## src/rtl/min_scheduler.sv

```systemverilog
// Round-robin front end that time-shares one FindMin unit among NUM_REQ requesters.
// Each grant runs FindMin through load, run, clear and respond; the result is tagged with the requester id.
//   state   | meaning
//   S_IDLE  | arbitrate from ptr, capture the winner's vector
//   S_LOAD  | grant pulse, advance ptr, clear timeout counter
//   S_RUN   | min_start held, wait for min_done or timeout
//   S_CLEAR | FindMin held in clear for one cycle
//   S_RESP  | resp_valid pulse, back to idle
module min_scheduler #(
  parameter  int NUM_REQ  = 4,
  parameter  int DATA_W   = 16,
  parameter  int NUM_ELEM = 8,
  parameter  int TIMEOUT  = 64,
  localparam int IDW      = $clog2(NUM_REQ),
  localparam int VW       = NUM_ELEM * DATA_W
) (
  input  logic                      clk,
  input  logic                      rst,
  input  logic [NUM_REQ-1:0]        req,
  input  logic [NUM_REQ*VW-1:0]     req_data,
  output logic [NUM_REQ-1:0]        grant,
  output logic                      busy,
  output logic                      resp_valid,
  output logic [IDW-1:0]            resp_id,
  output logic [DATA_W-1:0]         resp_min,
  output logic                      resp_err,
  output logic [VW-1:0]             min_numbers,
  output logic                      min_start,
  output logic                      min_rst_n,
  input  logic                      min_done,
  input  logic [DATA_W-1:0]         min_result
);

  localparam int TW = $clog2(TIMEOUT);
  localparam logic [TW-1:0]      TCNT_LAST = TW'(TIMEOUT - 1);
  localparam logic [IDW-1:0]     ID_LAST   = IDW'(NUM_REQ - 1);
  localparam logic [IDW:0]       NREQ_W    = (IDW + 1)'(NUM_REQ);
  localparam logic [NUM_REQ-1:0] GRANT_ONE = NUM_REQ'(1);

  typedef enum logic [2:0] {S_IDLE, S_LOAD, S_RUN, S_CLEAR, S_RESP} state_t;

  state_t              state_q;
  logic [IDW-1:0]      ptr_q;
  logic [IDW-1:0]      sel_q;
  logic [TW-1:0]       tcnt_q;
  logic [DATA_W-1:0]   res_q;
  logic                err_q;
  logic [NUM_REQ-1:0]  grant_q;
  logic                busy_q;
  logic                resp_valid_q;
  logic [IDW-1:0]      resp_id_q;
  logic [DATA_W-1:0]   resp_min_q;
  logic                resp_err_q;
  logic [VW-1:0]       min_numbers_q;
  logic                min_start_q;
  logic                min_rst_n_q;

  logic                arb_hit_d;
  logic [IDW-1:0]      arb_id_d;
  logic [IDW:0]        cand_w;

  // Walk from the highest offset down so the lowest offset from ptr wins.
  always_comb begin
    arb_hit_d = 1'b0;
    arb_id_d  = ptr_q;
    cand_w    = '0;
    for (int k = NUM_REQ - 1; k >= 0; k--) begin
      cand_w = {1'b0, ptr_q} + (IDW + 1)'(k);
      if (cand_w >= NREQ_W) cand_w = cand_w - NREQ_W;
      if (req[cand_w[IDW-1:0]]) begin
        arb_hit_d = 1'b1;
        arb_id_d  = cand_w[IDW-1:0];
      end
    end
  end

  always_ff @(posedge clk) begin
    if (rst) begin
      state_q       <= S_IDLE;
      ptr_q         <= '0;
      sel_q         <= '0;
      tcnt_q        <= '0;
      res_q         <= '0;
      err_q         <= 1'b0;
      grant_q       <= '0;
      busy_q        <= 1'b0;
      resp_valid_q  <= 1'b0;
      resp_id_q     <= '0;
      resp_min_q    <= '0;
      resp_err_q    <= 1'b0;
      min_numbers_q <= '0;
      min_start_q   <= 1'b0;
      min_rst_n_q   <= 1'b0;
    end else begin
      grant_q      <= '0;
      resp_valid_q <= 1'b0;
      case (state_q)
        S_IDLE: begin
          min_rst_n_q <= 1'b1;
          if (arb_hit_d) begin
            sel_q         <= arb_id_d;
            min_numbers_q <= req_data[int'(arb_id_d)*VW +: VW];
            grant_q       <= GRANT_ONE << arb_id_d;
            busy_q        <= 1'b1;
            state_q       <= S_LOAD;
          end
        end
        S_LOAD: begin
          ptr_q       <= (sel_q == ID_LAST) ? '0 : sel_q + 1'b1;
          tcnt_q      <= '0;
          min_start_q <= 1'b1;
          state_q     <= S_RUN;
        end
        S_RUN: begin
          if (min_done) begin
            res_q       <= min_result;
            err_q       <= 1'b0;
            min_start_q <= 1'b0;
            min_rst_n_q <= 1'b0;
            state_q     <= S_CLEAR;
          end else if (tcnt_q == TCNT_LAST) begin
            res_q       <= '0;
            err_q       <= 1'b1;
            min_start_q <= 1'b0;
            min_rst_n_q <= 1'b0;
            state_q     <= S_CLEAR;
          end else begin
            tcnt_q <= tcnt_q + 1'b1;
          end
        end
        S_CLEAR: begin
          min_rst_n_q  <= 1'b1;
          resp_valid_q <= 1'b1;
          resp_id_q    <= sel_q;
          resp_min_q   <= res_q;
          resp_err_q   <= err_q;
          state_q      <= S_RESP;
        end
        S_RESP: begin
          busy_q  <= 1'b0;
          state_q <= S_IDLE;
        end
        default: state_q <= S_IDLE;
      endcase
    end
  end

  assign grant       = grant_q;
  assign busy        = busy_q;
  assign resp_valid  = resp_valid_q;
  assign resp_id     = resp_id_q;
  assign resp_min    = resp_min_q;
  assign resp_err    = resp_err_q;
  assign min_numbers = min_numbers_q;
  assign min_start   = min_start_q;
  assign min_rst_n   = min_rst_n_q;

endmodule

```

## config.mk

```make
export PLATFORM = sky130hd
export DESIGN_NAME = min_scheduler
export DESIGN_NICKNAME = d
export VERILOG_FILES = /design/src/rtl/min_scheduler.sv
export SDC_FILE = /design/constraint.sdc
export NUM_CORES = 1
export LEC_CHECK = 0
export BUFFER_PORTS_ARGS = -buffer_cell sky130_fd_sc_hd__buf_2
export CAP_MARGIN = 5
export CORE_AREA = 3 3 265 267
export DETAILED_ROUTE_END_ITERATION = 8
export DIE_AREA = 0 0 268 270
export SLEW_MARGIN = 25
export SYNTH_ARGS = -nofsm -noshare
export SYNTH_HDL_FRONTEND = slang
export SYNTH_SLANG_ARGS = --single-unit
```

## constraint.sdc

```tcl
create_clock -name clk -period 1.8 [get_ports clk]
set_clock_uncertainty 0.15 [all_clocks]
set_input_delay 0.27 -clock clk [delete_from_list [all_inputs] [get_ports clk]]
set_output_delay 0.27 -clock clk [all_outputs]
set_load 0.05 [all_outputs]
```

# [Word level (Yosys, flattened, before mapping)]
# Cells that the tools add are included.
[word_totals] ramBits=0 register_bits=185 rom_bits=0 out_inout_bits=155 elab_cells=99 latch_bits=0 mem_count=0 input_bits=535
[op_classes] div=0 mul=0 add_sub_neg=9 mux=39 n_bitwise=2 n_eq_ne=10 n_shift=2 magnitude_cmp=8 n_reduce_logical=14
[op_table] op="$shiftx A512 B10 Y128" count=1
[op_table] op="$mux W16" count=2
[op_table] op="$mux W2" count=9
[op_table] op="$mux W1" count=14
[op_table] op="$lt A2 B3 Y1 const B" count=4
[op_table] op="$mux W6" count=2
[op_table] op="$pmux W3 S4" count=1
[op_table] op="$pmux W6 S2" count=1
[op_table] op="$reduce_and A2 Y1" count=6
[op_table] op="$ge A3 B3 Y1 const B" count=3
[op_table] op="$mux W3" count=3
[op_table] op="$bmux W1 S2" count=4
[op_table] op="$reduce_bool A2 Y1" count=4
[op_table] op="$sub A2 B1 Y2 const B" count=4
[op_table] op="$add A2 B2 Y3 const B" count=2
[op_table] op="$add A6 B1 Y6 const B" count=1
[op_table] op="$eq A3 B2 Y1 const B" count=2
[op_table] op="$eq A6 B6 Y1 const B" count=1
[op_table] op="$ne A2 B2 Y1 const B" count=3
[op_table] op="$pmux W1 S2" count=3
[op_table] op="$shl A1 B2 Y4 const A" count=1
[op_table] op="$add A2 B1 Y3 const B" count=1
[op_table] op="$eq A3 B1 Y1 const B" count=1
[op_table] op="$eq A3 B3 Y1 const B" count=1
[op_table] op="9 further kinds" count=10

# [Longest topological paths before layout]
# Gate-level depths: netlist of run 1.
[depth] depth_word=11 depth_mapped=8 mapped_depth_nobuf=6

# [Least setup slack after synthesis of run 1]
# Ideal clock, no wire load.
[synth_timing] kind="reg-to-reg" startpoint="reg ptr_q[0]" endpoint="reg min_numbers_q[78], in the netlist min_numbers[78]" stages_incl_launch_ff=9 required_time_ns=1.523 setup_time_ns=0.127 t_arrival_ns=1.746 period_less_slack_ns=2.024 n_path_buf=3 path_slack_ns=-0.224 cell_sequence="dfxtp_1 > or3b_1 > and2_1 > buf_2 > buf_6 > buf_4 > o31a_1 > o21ai_1 > o211ai_1"
[synth_via] elab_chain_cells=10 word_cells_on_any_way=33 classes_between="add/sub (7); order compare (4); shift (1); mux (20); reduce/logical (1)"
[synth_lines] element="from (decl)" line_no="43" source="logic [IDW-1:0] ptr_q;"
[synth_lines] element="from (signal assigned)" line_no="109" source="ptr_q <= (sel_q == ID_LAST) ? '0 : sel_q + 1'b1;"
[synth_lines] element="$add A2 B2 Y3" line_no="68" source="cand_w = {1'b0, ptr_q} + (IDW + 1)'(k);"
[synth_lines] element="$ge A3 B3 Y1 / $sub A2 B1 Y2 (equally long branches)" line_no="69" source="if (cand_w >= NREQ_W) cand_w = cand_w - NREQ_W;"
[synth_lines] element="$mux W2" line_no="69"
[synth_lines] element="$bmux W1 S2" line_no="70" source="if (req[cand_w[IDW-1:0]]) begin"
[synth_lines] element="$mux W1 (implied by the code)" line_no="70"
[synth_lines] element="$mux W2 / $mux W1 (equally long branches) (4 in series)" line_no="70"
[synth_lines] element="$shiftx A512 B10 Y128 / $reduce_and A2 Y1 (equally long branches)"
[synth_lines] element="to (signal assigned)" line_no="102" source="min_numbers_q <= req_data[int'(arb_id_d)*VW +: VW];"
[synth_lines] element="to (decl)" line_no="54" source="logic [VW-1:0] min_numbers_q;"
# Parallel ways exist; a longest one is shown, timed or not. The select of a mux whose other input is x is not followed.
# A chain may end at the register's enable or synchronous reset.

# [Worst setup path in the final report of run 1]
[layout_timing] startpoint="reg ptr_q[0]" endpoint="reg min_numbers_q[49], in the netlist min_numbers[49]"
# The elaborated chain is that of the path after synthesis.

==> results of run 1 <==
==> flip-flops by register name, summed over array words and instances (netlist names), 2 cells and up <==
name / cells
ptr_q: 2
tcnt_q: 6
resp_min: 16
resp_id: 2
res_q: 16
grant: 4
state_q: 3
min_numbers: 128
sel_q: 2
==> power by group through the flow <==
stage	combinational, mW	clock [mW]	sequential, mW
after CTS	8.58	4.24	5.08
after global placement	7.44	0	5.16
after floorplan	2.51	0	7.21
after global routing	9.41	4.36	5.17
final	8.94	4.07	5.10
after detailed placement	7.45	0	5.16
==> cells by family (layout without fill, tap and decap cells) <==
family,after synthesis,count (layout)
other,0,8
xor gates and xnor gates,6,6
muxes,129,129
adders and majority gates,2,2
DFF,185,185
AOI/OAI and AO/OA,436,436
and+or+nand+nor,367,371
buffers and inverters,155,1347
==> cell usage in the layout (no fill, tap or decap), types with 4 or more instances in the layout <==
cell,Yosys,final
nand4_1,10,10
dlygate4sd3_1,0,432
nor2_1,38,35
a32oi_1,5,5
nand3_1,8,6
a22oi_2,0,4
diode_2,0,8
clkbuf_16,0,21
buf_4,7,110
o21ai_1,72,87
buf_16,0,5
and4_1,115,114
clkinv_8,0,5
dfxtp_2,0,5
nand2_1,169,168
buf_12,0,39
buf_6,9,26
buf_2,46,689
dfxtp_1,185,178
a21oi_1,27,25
xor2_1,4,4
o31a_1,114,114
mux2i_2,0,16
a22oi_1,16,12
o31ai_1,9,6
o211ai_1,128,128
o21ai_0,48,15
o21ai_2,0,16
a21bo_2,9,9
buf_8,0,6
mux2i_1,129,110
==> stage by stage <==
step                      hold WS, ns  utilization  area (sq um)
after floorplan                0.2553            -         11060
after global placement         0.2894       0.2430         16610
after detailed placement       0.2949       0.2430         16610
after CTS                   0.0004216       0.3226         22050
after global routing          0.01333       0.3296         22520
final                         0.04767       0.3296         22530
==> synthesized netlist by cell type (16+ instances only) <==
cell / number
dfxtp_1: 185
nand2_1: 169
mux2i_1: 129
o211ai_1: 128
and4_1: 115
o31a_1: 114
clkbuf_1: 87
o21ai_1: 72
o21ai_0: 48
buf_2: 46
nor2_1: 38
a21oi_1: 27
a22oi_1: 16
==> cell type report <==
class,instances,area share
antenna,8,0.0008887
clock buffer,18,0.01950
clock inverter,14,0.007665
inverter,1,0.0001666
multi-input combinational,944,0.3095
sequential,185,0.1650
tap,882,0.04899
timing repair buffer,1314,0.4482
==> tightest hold or removal path, cell delays in order <==
cell	delay, ns
buf_2	0.07
and4_1	0.16
o21ai_1	0.07
o211ai_1	0.06
==> per-layer routing <==
| layer | vias up | GRT usage | share of wire |
|---|---|---|---|
| li1 | 7272 | - | - |
| met3 | 257 | 0.05184 | 0.088 |
| met1 | 7385 | 0.2013 | 0.39 |
| met5 | - | 0 | 0.00098 |
| met4 | 10 | 0.1112 | 0.056 |
| met2 | 1060 | 0.2958 | 0.47 |
==> what timing repair did <==
item                       CTS  global route
setup endpoints to repair  148           156
hold buffers               432             0
pin swaps                   44            30
hold endpoints to repair   144             0
setup buffers                7             9
cloned                      10             7
resized for setup           68            81
==> worst min path at each step <==
stage                        start              end  depth (start not counted)
finish               req_data[153]  min_numbers[25]                          4
global route         req_data[348]  min_numbers[92]                          4
CTS                  req_data[134]   min_numbers[6]                          4
detailed placement       res_q[13]     resp_min[13]                          2
global placement        resp_id[0]       resp_id[0]                          2
floorplan           min_result[11]        res_q[11]                          2
==> qor.txt, run 1 <==
pwr/cell area -> 804.1 nW/um^2
post-route ant nets -> 0
Routability Congestion -> 0.8086
Synth area leaders -> dfxtp_1 34%, mux2i_1 12%, and4_1 9.2%
initial antenna violation count -> 16
port bufs -> 689
share of the synthesized area in the top cell type -> 0.3372
power share of the clock group -> 0.224
failing checks -> setup timing
cell with the largest stage delay on the worst path -> or3b_4
Post-Synth Simple-Gate Area -> 0.1900
crit-path most repeated cell -> buf_12
Initial Util -> 0.1607
first-pass GRT wire length -> 97.89 mm
Top Family by Delay on Critical Path -> simple AND/OR/NAND/NOR gates
signal arrival time at the worst endpoint -> 2.45 ns
critical path startpoint -> ptr_q[0]
gr usage total -> 0.1787
EDFF count, synth -> 0
DIE HEIGHT -> 270 um
Rows -> 96
Post-Synth Adder-Cell Area -> 0.002279
HP Class -> in -> reg
Synth Cell Area -> 10980 sq um
Max Fclk -> 452.6 MHz
Logic pwr share -> 0.494
r2r startpoint -> ptr_q[0]
worst reg2reg endpoint -> min_numbers[49]
worst setup margin -> -0.4093 ns
Compound-Gate Fraction of Synth Area -> 0.2810
worst-case reg-to-reg path depth -> 8
via count -> 15980
critical path endpoint category -> register
core area -> 68350 sq um
IO Count -> 690
Switch Pwr -> 7.815 mW
register-to-register setup slack -> -0.41 ns
FF/Latch Area -> 3717 sq um
placed insts -> 2862
FFs w/ async S/R, synth -> 0
total global routing overflow -> 0
Sw Ratio -> 0.4314
pre-CTS setup slack -> -0.6082 ns
Crit path required time -> 2.04 ns
Pint -> 10.30 mW
fin. max-slew vios -> 0
Post-DP HPWL -> 44.05 mm
drt pass-1 iters -> 5
Longest Clk Path Bufs -> 2
layout cells sized above 1 -> 0.4067
htree depth -> 4
crit start category -> register
initial drt markers -> 1180
crit-path max FO -> 35
Fin. Hold Viols -> 0
Final setup viols -> 135
P_leak -> 10.05 nW
Worst Setup EP -> min_numbers[49]
Seq/Total Area, Yosys -> 0.3372
worst path bufs/invs -> 3
Seq pwr share -> 0.282
Peak VDD IR -> 0.0005707 V
clock sinks -> 185
post-synthesis xor/xnor area fraction -> 0.004785
Filler Cell Count -> 6793
RSZ-0062 raised after global routing -> yes
die width -> 268 um
flip-flop and latch count after synthesis -> 185
largest family of logic cells by synthesized area -> compound AO/OA/AOI/OAI gates
WL final -> 70.08 mm
CP peak stage delay -> 0.40 ns
total power -> 18.11 mW
area occupied by multi-input gates -> 6973 sq um
Layout Cells excl Fill -> 3366
YS warnings -> 0
largest net degree at the start of global routing -> 52
worst-path cell chain -> or3b_4, buf_12, nand2_8, nand3_4, buf_12, mux2i_2, buf_4, o211ai_1
CTS buffer count -> 17
Avg Inst Size Synth -> 8.580 sq um
Stages on worst setup path -> 8
worst-margin pin slew -> 0.4370 ns
Main synth FF type -> dfxtp_1
Period Utilization, post-route -> 1.227
setup_tns -> -35.56 ns
nets -> 3000
Netlist cell types -> 48
Slew Limit Headroom -> 0.7076
post-synthesis cell count -> 1280
DRC viols -> 0
critical setup path kind -> reg -> reg
min cycle time layout -> 2.209 ns
mux share of post-synthesis cell area -> 0.1176
max cap viols -> 0
drt via density -> 4.749
Syn Nets -> 1817
Root Driver -> clkbuf_16
Clock Latency Late Sink -> 0.47 ns
Die Area -> 72360 sq um
vias in the first global route -> 16410
Layout area overhead -> 105.1%
CTS tree -> yes
Yosys top cell by area -> dfxtp_1
drt wl/cell -> 20.82 um
outcome -> complete, but fails checks
clk slew on worst S/H paths -> 0.08 ns
(Power assumes the default switching activity.)
==> inputs of run 2 (changes only) <==
--- a/config.mk
+++ b/config.mk
@@ -7,9 +7,9 @@
 export LEC_CHECK = 0
 export BUFFER_PORTS_ARGS = -buffer_cell sky130_fd_sc_hd__buf_2
 export CAP_MARGIN = 5
-export CORE_AREA = 3 3 265 267
+export CORE_AREA = 3 3 270 272
 export DETAILED_ROUTE_END_ITERATION = 8
-export DIE_AREA = 0 0 268 270
+export DIE_AREA = 0 0 273 275
 export SLEW_MARGIN = 25
 export SYNTH_ARGS = -nofsm -noshare
 export SYNTH_HDL_FRONTEND = slang
==> run 2 against run 1 <==
Effect of this change:
- the flow still finishes with violations (setup timing)
- routed wire length rose by 1.3%
- maximum frequency rose by 1.6%
- sequential share of layout area fell by 0.29 points
- worst hold slack got worse by 0.00058 ns
- core utilization fell by 0.71 points
- non-clock buffer count rose by 40
==> qor.txt, run 2 (synthesis results as in run 1) <==
outcome -> complete, but fails checks
failing checks -> setup timing
Layout Cells excl Fill -> 3469 (+3.1%)
worst-path cell chain -> or3b_4, and2_4, buf_12, buf_16, o31a_1, o21ai_1, o211ai_1
Rows -> 98 (+2.1%)
Core Util, Final -> 0.3225 (-0.007087)
Root Driver -> clkbuf_16
initial drt markers -> 1227 (+4.0%)
vias in the first global route -> 17040 (+3.8%)
WL final -> 70.97 mm (+1.3%)
Max Fclk -> 459.9 MHz (+1.6%)
clk slew on worst S/H paths -> 0.09 ns (about the same)
cell with the largest stage delay on the worst path -> or3b_4
CTS tree -> yes
hold path depth -> 4 (unchanged)
min cycle time layout -> 2.174 ns (-0.03502 ns)
CP peak stage delay -> 0.40 ns (about the same)
Clock Latency Late Sink -> 0.48 ns (about the same)
total global routing overflow -> 0 (unchanged)
first-pass GRT wire length -> 100.1 mm (+2.3%)
crit start category -> register
via count -> 16570 (+3.7%)
max cap viols -> 0 (unchanged)
fin. max-slew vios -> 0 (unchanged)
FF/Latch Area -> 3712 sq um (-0.13%)
worst path bufs/invs -> 2 (-1)
Longest Clk Path Bufs -> 2 (unchanged)
Die Area -> 75080 sq um (+3.8%)
Fin. Hold Viols -> 0 (unchanged)
die width -> 273 um (+1.9%)
RSZ-0062 raised after global routing -> yes
Final setup viols -> 140 (+3.7%)
gr usage total -> 0.1749 (-0.003786)
Post-DP HPWL -> 44.50 mm (+1.0%)
critical setup path kind -> reg -> reg
placed insts -> 2930 (+2.4%)
Peak VDD IR -> 0.0005070 V (-11%)
clock sinks -> 185 (unchanged)
CTS buffer count -> 17 (unchanged)
Initial Util -> 0.1547 (-0.005998)
htree depth -> 4 (unchanged)
core area -> 71000 sq um (+3.9%)
register-to-register setup slack -> -0.37 ns (+0.04 ns)
largest net degree at the start of global routing -> 57 (+9.6%)
worst setup margin -> -0.3743 ns (+0.03502 ns)
layout cells sized above 1 -> 0.4047 (-0.002009)
final instance area -> 22900 sq um (+1.6%)
worst reg2reg endpoint -> min_numbers[31]
Layout area overhead -> 108.5%
signal arrival time at the worst endpoint -> 2.36 ns (-0.09 ns)
Largest register FFs -> 128 (unchanged)
commonest cells after routing, fill and taps aside -> 690 x buf_2, 478 x dlygate4sd3_1, 180 x dfxtp_1
nets -> 3037 (+1.2%)
drt wl/cell -> 20.46 um (-1.7%)
P_leak -> 10.13 nW (+0.73%)
initial antenna violation count -> 12 (-4)
WHS Endpoint -> min_numbers[97]
IO Count -> 690 (unchanged)
Filler Cell Count -> 7008 (+3.2%)
Crit path required time -> 1.99 ns (-0.05 ns)
DIE HEIGHT -> 275 um (+1.9%)
pwr/cell area -> 803.3 nW/um^2 (about the same)
DRC viols -> 0 (unchanged)
post-route ant nets -> 0 (unchanged)
area occupied by multi-input gates -> 7074 sq um (+1.5%)
drt via density -> 4.777 (+0.60%)
Cell Area, Placed -> 16590 sq um (about the same)
worst-margin pin slew -> 0.4547 ns (+0.01772 ns)
Slew Limit Headroom -> 0.6968 (-0.01074)
Period Utilization, post-route -> 1.208 (-0.01946)
drt pass-1 iters -> 5 (unchanged)
total power -> 18.39 mW (+1.5%)
port bufs -> 689 (unchanged)
worst-case reg-to-reg path depth -> 7 (-1)
most common cell after layout, fill and taps aside -> buf_2
HP Class -> in -> reg
Top Family by Delay on Critical Path -> compound AO/OA/AOI/OAI gates
critical path endpoint category -> register
Routability Congestion -> 0.8289 (+2.5%)
r2r startpoint -> ptr_q[0]
hold path startpoint -> req_data[225]
hold slack -> 0.04709 ns (-0.0005822 ns)
crit-path max FO -> 18 (-49%)
## run 2: cell count changes in the layout (fill, tap and decap cells not counted), sizes merged
| cell | before | now |
|---|---|---|
| and2 | 3 | 2 |
| buf | 875 | 874 |
| bufbuf | 3 | 1 |
| clkbuf | 22 | 18 |
| clkinvlp | 2 | 0 |
| diode | 8 | 6 |
| dlygate4sd3 | 432 | 478 |
| inv | 7 | 10 |
| or2 | 4 | 2 |
## run 2: worst max-delay path by stage
stage	from	endpoint	slack [ns]	depth (start not counted)
after global placement	req[2]	min_numbers[108]	-0.47	7
final	ptr_q[0]	min_numbers[31]	-0.37	7
after global routing	ptr_q[0]	min_numbers[28]	-0.46	7
after CTS	ptr_q[0]	min_numbers[34]	-0.34	8
after detailed placement	req[2]	min_numbers[108]	-0.50	7
after floorplan	ptr_q[1]	min_numbers[32]	-0.15	7
## run 2: metal layers
| metal | global-route usage | share of wire |
|---|---|---|
| met1 | 0.1906 | 0.36 |
| met2 | 0.2880 | 0.46 |
| met3 | 0.06288 | 0.10 |
| met4 | 0.1136 | 0.066 |
| met5 | 0 | 0.00059 |
## run 2: final cells by class
class | count | share of cell area
flip-flops and latches | 185 | 0.1621
multi-input cells | 941 | 0.3090
clock inverters | 15 | 0.009508
repair buffers | 1354 | 0.4481
clock buffers | 17 | 0.01858
well taps | 950 | 0.05191
inverters | 1 | 0.0001639
diodes | 6 | 0.0006557
## run 2: worst reg2reg max path, delay by kind of cell (launching register included)
kind / cells / cell delay, ns
DFF: 1 / 0.37
and+or+nand+nor: 2 / 0.58
buffers and inverters: 2 / 0.34
AOI/OAI and AO/OA: 3 / 0.59
## run 2: timing repair
action | 4_1_cts | 5_1_grt
setup buffers | 12 | 5
setup endpoints to repair | 154 | 157
cloned | 7 | 1
pin swaps | 18 | 24
endpoints found under the hold margin | 149 | 0
hold buffers | 478 | 0
resized for setup | 101 | 64
## run 2: metrics by stage
stage | setup WS, ns | setup TNS, ns
after global routing | -0.4626 | -47.39
after global placement | -0.4742 | -43.70
after floorplan | -0.1452 | -16.73
after CTS | -0.3381 | -36.82
final | -0.3743 | -36.86
after detailed placement | -0.4996 | -45.95
## run 2: power by group
part | switching (mW) | total, mW | internal [mW]
logic | 5.38 | 9.00 | 3.62
clock network | 2.30 | 4.26 | 1.96
registers | 0.394 | 5.14 | 4.74
total | 8.07 | 18.4 | 10.3
